**src/rtl/slowclk_gen.sv**
```systemverilog
// Slow-clock generator: a 50% duty square wave plus a one-cycle tick per period,
// with a runtime speed select, run/pause control and a button-driven single step.
module slowclk_gen #(
  parameter int SEL_W     = 2,
  parameter int BASE_LOG2 = 10,
  parameter int STEP_LOG2 = 5,
  parameter int CNT_W     = 32
) (
  input  logic             clk,
  input  logic             rst,
  input  logic [SEL_W-1:0] sw,
  input  logic             en,
  input  logic             step,
  output logic             out,
  output logic             tick
);

  localparam int NumSel  = 1 << SEL_W;
  localparam int MaxLog2 = BASE_LOG2 + STEP_LOG2 * (NumSel - 1);

  if (MaxLog2 >= CNT_W) begin : g_bad_cnt_w
    $error("slowclk_gen: CNT_W too small for the slowest half-period");
  end

  logic [CNT_W-1:0] cnt_q, cnt_d;
  logic             out_q, out_d;
  logic             tick_q, tick_d;
  logic [SEL_W-1:0] sel_q, sel_d;
  logic             step_q, step_d;
  logic [CNT_W-1:0] halfM1;

  // Terminal count for the currently latched speed.
  always_comb begin
    halfM1 = '0;
    for (int s = 0; s < NumSel; s++) begin
      if (sel_q == SEL_W'(s)) begin
        halfM1 = (CNT_W'(1) << (BASE_LOG2 + STEP_LOG2 * s)) - CNT_W'(1);
      end
    end
  end

  always_comb begin
    cnt_d  = cnt_q;
    out_d  = out_q;
    tick_d = 1'b0;
    sel_d  = sel_q;
    step_d = step;
    if (sw != sel_q) begin
      sel_d = sw;
      cnt_d = '0;
    end else if (!en) begin
      tick_d = step & ~step_q;
    end else if (cnt_q == halfM1) begin
      cnt_d  = '0;
      out_d  = ~out_q;
      tick_d = ~out_q;
    end else begin
      cnt_d = cnt_q + CNT_W'(1);
    end
  end

  // Reset re-latches the switches and button so no spurious change or step fires.
  always_ff @(posedge clk) begin
    if (rst) begin
      cnt_q  <= '0;
      out_q  <= 1'b0;
      tick_q <= 1'b0;
      sel_q  <= sw;
      step_q <= step;
    end else begin
      cnt_q  <= cnt_d;
      out_q  <= out_d;
      tick_q <= tick_d;
      sel_q  <= sel_d;
      step_q <= step_d;
    end
  end

  assign out  = out_q;
  assign tick = tick_q;

endmodule
```
**config.mk**
```make
export PLATFORM = sky130hd
export DESIGN_NAME = slowclk_gen
export DESIGN_NICKNAME = d
export VERILOG_FILES = /design/src/rtl/slowclk_gen.sv
export SDC_FILE = /design/constraint.sdc
export NUM_CORES = 1
export LEC_CHECK = 0
export CAP_MARGIN = 20
export CORE_ASPECT_RATIO = 1.4
export CORE_MARGIN = 3
export CORE_UTILIZATION = 45
export CTS_CLUSTER_SIZE = 14
export DETAILED_ROUTE_END_ITERATION = 7
export HOLD_SLACK_MARGIN = 0.12
export PLACE_DENSITY = 0.63
export SLEW_MARGIN = 10
export SYNTH_ARGS = -nofsm -noshare
export SYNTH_HDL_FRONTEND = slang
export SYNTH_SLANG_ARGS = --single-unit
```
**constraint.sdc**
```tcl
create_clock -name clk -period 2.5 [get_ports clk]
set_clock_uncertainty 0.2 [all_clocks]
set_input_delay 0.375 -clock clk [delete_from_list [all_inputs] [get_ports clk]]
set_output_delay 0.375 -clock clk [all_outputs]
set_load 0.05 [all_outputs]
```
==> out/metrics.yaml, run 1 <==
status:
  outcome: "finished, final reports clean"
worst_setup_path:
  crit_path_start_kind: "flop"
  end_kind: "flop"
  crit_start: "cnt_q[10]$_SDFFE_PP0P_"
  path_class: "reg -> reg"
  crit_fanout: 7
  arrival_ps: 2200
  required_ps: 2510
  reg2reg_from: "cnt_q[10]$_SDFFE_PP0P_"
synth:
  synth_area_sq_um: 1730
  synth.distinct_cells: 29
  mappedNetlistNets: 202
  synth_seq_cells: 37
  ys.warnings.count: 0
  synthCells: 195
  syn_area_per_cell_sq_um: 8.85
  ys_seq_area_share_pct: 44.1
finish:
  diodes: 0
  final_common_cell: "nor2_1"
  fill_cells: 348
  fin_cells: 256
  layout.cells.most_common_list: "nor2_1 (41), dfxtp_1 (35), xor2_1 (17)"
  drive_above_1_share_pct: 10.3
  syn2layout_area_growth_pct: 15.8
  final_nets: 220
route:
  drc_errors: 0
  post_drt_wl_per_cell_um: 13.7
  drt_iter0_markers: 80
  vias: 1428
  dr.pass1.iters: 4
  wirelength_um: 3510
  viasPerCell: 5.58
  ant_nets: 0
power:
  powerDensity_nw_per_um2: 544
  vdd_drop_max_mv: 0.389
  p_leak_nw: 0.645
global_routing:
  grtUsageTotal_pct: 17.0
  gr-usage-met3_pct: 4.55
  grt_overflow: 0
  grt_util_met2_pct: 29.3
  grt_pass1_wl_um: 6070
  grt_pass1_vias: 1392
  grt_max_degree: 33
  antenna_found_initial: 0
  met1_usage_pct: 18.5
  busiest_layer: "met2"
timing:
  hold_viol: 0
  fmax_ghz: 0.457
  holdWs_ps: 295
  slew_viol_final: 0
  maxSlewHeadroom_pct: 66.1
  period_share_pct: 87.6
  fin_setup_tns_ps: 0
  worst_slew_pin_slew_ps: 506
  finalSetupViolCount: 0
  period_needed_ps: 2190
  rsz0062_at_grt: "no"
floorplanning:
  initial_core_util_pct: 46.9
  num_rows: 26
  die_height_um: 79.3
  fp.coreArea_sq_um: 3680
  die-area_sq_um: 4620
  boundaryPins: 8
  die_w_um: 58.3
clocking:
  htreeDepth: 2
  post_cts_resized: 0
  cts_tree: "done"
  hold_buffers: 0
  cts.clk_slew.worst_paths_ps: 70
  clock-sinks: 37
  cts_buffer_depth: 2
  clk_latency_ps: 290
  cts_buffers: 5
  post_cts_buffers: 0
  root_buffer: "clkbuf_8"
min_path:
  hp-class: "reg -> reg"
  hold_start: "step_q$_DFF_P_"
placement:
  gp_congestion: 0.868
  placed_cells: 248
  numPortBuffers: 7
  dpl.hpwl_um: 2620
job:
  cap_violations: 0
[per-stage QoR]
step           instance area [sq um]  utilization, %  setup slack (ps)  total power, mW
2_1_floorplan                   1730               -               359            0.657
3_3_place_gp                    1910            51.9               144            0.682
3_5_place_dp                    1910            51.9               104            0.683
6_report                        2000            54.4               310             1.09
5_1_grt                         2000            54.4               225             1.14
4_1_cts                         2000            54.4               289             1.11
[state kept, by name, indices dropped and copies added (netlist names)]
| register | flops |
|---|---|
| cnt_q | 32 |
| out | 1 |
| sel_q | 2 |
| step_q | 1 |
| tick | 1 |
[synth_stat cells, drive strengths merged]
cell / count / area, sq um
or4: 5 / 41.3
dfxtp: 35 / 701
o21ai: 2 / 10.0
xnor2: 16 / 140
nand2: 10 / 37.5
and4: 2 / 17.5
nor2: 41 / 154
nand4: 14 / 87.6
o21bai: 1 / 7.51
or3b: 1 / 8.76
xor2: 17 / 149
mux2i: 2 / 20.0
or2: 1 / 6.26
o31ai: 1 / 7.51
and3: 6 / 37.5
nor3: 4 / 20.0
ha: 1 / 12.5
nand3: 9 / 45.0
a31o: 1 / 8.76
a21oi: 4 / 20.0
o221ai: 1 / 15.0
or3: 3 / 18.8
nor4: 8 / 65.1
clkbuf: 1 / 3.75
inv: 3 / 11.3
buf: 4 / 20.0
edfxtp: 2 / 60.1
[final cells by class]
cell class / instances / area (sq um) / share of cell area, %
timing repair buffer: 16 / 150 / 7.51
sequential: 37 / 761 / 38.1
tap: 42 / 52.6 / 2.63
clock buffer: 8 / 90.1 / 4.51
multi-input combinational: 150 / 933 / 46.7
inverter: 3 / 11.3 / 0.564
[worst paths after layout]
kind	to	slack, ps	depth (start not counted)
worst max-delay path	out$_SDFFE_PP0P_	310	5
worst min-delay path	tick$_SDFF_PP0_	300	2
worst max register to register	out$_SDFFE_PP0P_	310	5
worst min register to register	tick$_SDFF_PP0_	300	2
[where the power goes]
group          switching [mW]  internal (mW)  total, mW  leakage (nW)
Sequential            0.00290          0.600      0.603         0.303
Combinational          0.0342         0.0326     0.0668         0.296
Clock                   0.192          0.225      0.416        0.0455
[worst max-delay path: stages (launching register included)]
cell and delay (ps):
dfxtp_1 370, or4_4 560, nor4_4 160, o221ai_2 180, or4_1 490, a21oi_1 150
[kinds of logic (layout without fill, tap and decap cells)]
| kind of cell | count (synthesis) | count (layout) | synth area share (%) |
|---|---|---|---|
| AO/OA/AOI/OAI | 10 | 10 | 3.99 |
| XOR/XNOR | 33 | 33 | 16.8 |
| adder cells (fa/ha/maj) | 1 | 1 | 0.725 |
| buffers and inverters | 8 | 27 | 2.03 |
| flip-flops | 37 | 37 | 44.1 |
| multiplexers | 2 | 2 | 1.16 |
| AND/OR/NAND/NOR | 104 | 104 | 31.3 |
[routing by layer]
metal	up-vias	part of all wire (%)
li1	719	-
met1	665	43
met2	34	51
met3	10	4.0
met4	0	2.6
met5	-	0
Power figures use the tool's default switching activity.
==> inputs of run 2 (changes only) <==
--- a/config.mk
+++ b/config.mk
@@ -9,10 +9,12 @@
 export CORE_ASPECT_RATIO = 1.4
 export CORE_MARGIN = 3
 export CORE_UTILIZATION = 45
+export CTS_BUF_LIST = sky130_fd_sc_hd__clkbuf_2
 export CTS_CLUSTER_SIZE = 14
 export DETAILED_ROUTE_END_ITERATION = 7
 export HOLD_SLACK_MARGIN = 0.12
 export PLACE_DENSITY = 0.63
+export SETUP_SLACK_MARGIN = 0.5
 export SLEW_MARGIN = 10
 export SYNTH_ARGS = -nofsm -noshare
 export SYNTH_HDL_FRONTEND = slang
==> run 2 against run 1 <==
  * Final cell count up 1.2%
  * Global-route usage grew 1.8 points
  * Core utilization rose by 1.2 points
  * Critical endpoint unchanged
  * Highest routed layer unchanged
==> out/metrics.yaml, run 2 (synthesized netlist as in run 1, its figures left out) <==
global_routing:
  grt_pass1_wl_um: 6760  # +11%
  grtUsageTotal_pct: 18.8  # +1.8 points
  grt_overflow: 0  # unchanged
  grt_max_degree: 16  # -52%
  antenna_found_initial: 0  # unchanged
  grt_pass1_vias: 1543  # +11%
worst_setup_path:
  crit_fanout: 7  # unchanged
  end_kind: "flop"
  arrival_ps: 2360  # +160 ps
  crit_path_start_kind: "flop"
  path_class: "reg -> reg"
  required_ps: 2640  # +130 ps
finish:
  layout.cells.most_common_list: "nor2_1 (39), dfxtp_1 (33), xor2_1 (17)"
  final_nets: 223  # +1.4%
  syn2layout_area_growth_pct: 18.4
  diodes: 0  # unchanged
  regMostFlops: "cnt_q"
  drive_above_1_share_pct: 16.1  # +5.8 points
  largest_reg_flops: 32  # unchanged
  fill_cells: 342  # -1.7%
  final_common_cell: "nor2_1"
  reg_top3: "cnt_q: 32 flops, sel_q: 2 flops"
clocking:
  cts_tree: "done"
  clock-sinks: 37  # unchanged
  root_buffer: "clkbuf_2"
  clk_latency_ps: 390  # +100 ps
  cts_buffers: 5  # unchanged
  htreeDepth: 2  # unchanged
  cts_buffer_depth: 2  # unchanged
  cts.clk_slew.worst_paths_ps: 200  # +130 ps
power:
  p_leak_nw: 0.675  # +4.7%
  vdd_drop_max_mv: 0.640  # +64%
  powerDensity_nw_per_um2: 560  # +2.9%
job:
  cap_violations: 0  # unchanged
timing:
  worst_slack_ps: 277  # -32.2 ps
  finalSetupViolCount: 0  # unchanged
  maxSlewHeadroom_pct: 67.4  # +1.2 points
  period_needed_ps: 2220  # +32.2 ps
  fmax_ghz: 0.450  # -1.4%
  worst_slew_pin_slew_ps: 492  # -14.7 ps
  hold_viol: 0  # unchanged
  slew_viol_final: 0  # unchanged
  rsz0062_at_grt: "yes"
  period_share_pct: 88.9  # +1.3 points
  fin_setup_tns_ps: 0  # unchanged
placement:
  dp_worst_setup_slack_ps: 117  # +12.8 ps
  gp_congestion: 0.843  # -2.8%
  dpl.hpwl_um: 2820  # +7.8%
  numPortBuffers: 7  # unchanged
floorplanning:
  die-area_sq_um: 4620  # unchanged
  die_height_um: 79.3  # unchanged
  die_w_um: 58.3  # unchanged
  fp.coreArea_sq_um: 3680  # unchanged
  initial_core_util_pct: 46.9  # unchanged
  num_rows: 26  # unchanged
  boundaryPins: 8  # unchanged
route:
  post_drt_wl_per_cell_um: 14.5  # +5.7%
  ant_nets: 0  # unchanged
  drt_iter0_markers: 76  # -5.0%
  wirelength_um: 3750  # +7.0%
  drc_errors: 0  # unchanged
  vias: 1454  # +1.8%
  dr.pass1.iters: 4  # unchanged
  viasPerCell: 5.61  # +0.64%
min_path:
  hp-class: "in -> reg"
status:
  outcome: "finished, final reports clean"
## run 2: changes by cell type in the layout (fill, tap and decap cells not counted), sizes merged
cell,before,now
clkinv,0,1
bufinv,0,2
clkbuf,8,5
dlygate4sd2,0,2
buf,9,12
clkdlybuf4s50,7,5
## run 2: power by group
group,internal [mW],switching (mW)
Sequential,0.601,0.00306
Combinational,0.0350,0.0374
Clock,0.268,0.198
## run 2: final cells by class
| cell class | count | area [sq um] | area share, % |
|---|---|---|---|
| clock inverter | 3 | 65.1 | 3.18 |
| multi-input combinational | 150 | 957 | 46.8 |
| inverter | 3 | 11.3 | 0.551 |
| tap | 42 | 52.6 | 2.57 |
| clock buffer | 5 | 25.0 | 1.22 |
| timing repair buffer | 19 | 169 | 8.27 |
| sequential | 37 | 763 | 37.4 |
## run 2: worst paths after layout
kind / startpoint / end / slack [ps] / depth (start not counted)
setup / recovery: cnt_q[10]$_SDFFE_PP0P_ / out$_SDFFE_PP0P_ / 280 / 5
hold / removal: step / step_q$_DFF_P_ / 230 / 1
setup reg to reg: cnt_q[10]$_SDFFE_PP0P_ / out$_SDFFE_PP0P_ / 280 / 5
hold reg to reg: step_q$_DFF_P_ / tick$_SDFF_PP0_ / 310 / 2
## run 2: metrics by stage
stage	cells	area, sq um	utilization (%)	hold slack, ps	total power, mW
2_1_floorplan	195	1730	-	203	0.660
3_3_place_gp	249	1900	51.8	271	0.680
3_5_place_dp	249	1900	51.8	292	0.682
4_1_cts	258	2020	54.8	201	1.16
5_1_grt	259	2040	55.6	183	1.18
6_report	259	2040	55.6	226	1.14
## run 2: per-layer routing
metal,vias up,share of wire (%),GRT usage [%]
li1,724,-,-
met1,692,39,20.3
met2,27,54,33.1
met3,11,3.5,4.23
met4,0,3.2,9.51
met5,-,0,0
## run 2: what timing repair did
item,in CTS,in global routing
endpoints found under the setup margin,36,34
gates cloned,1,0
pin swaps,10,2
hold buffers,0,0
buffers inserted,0,1
resized for setup,9,5
## run 2: worst max-delay path, stage by stage (launching register included)
cell and delay [ps]:
dfxtp_2 400, or4_4 550, nor4_4 170, o221ai_2 200, or4_4 510, a21oi_2 140
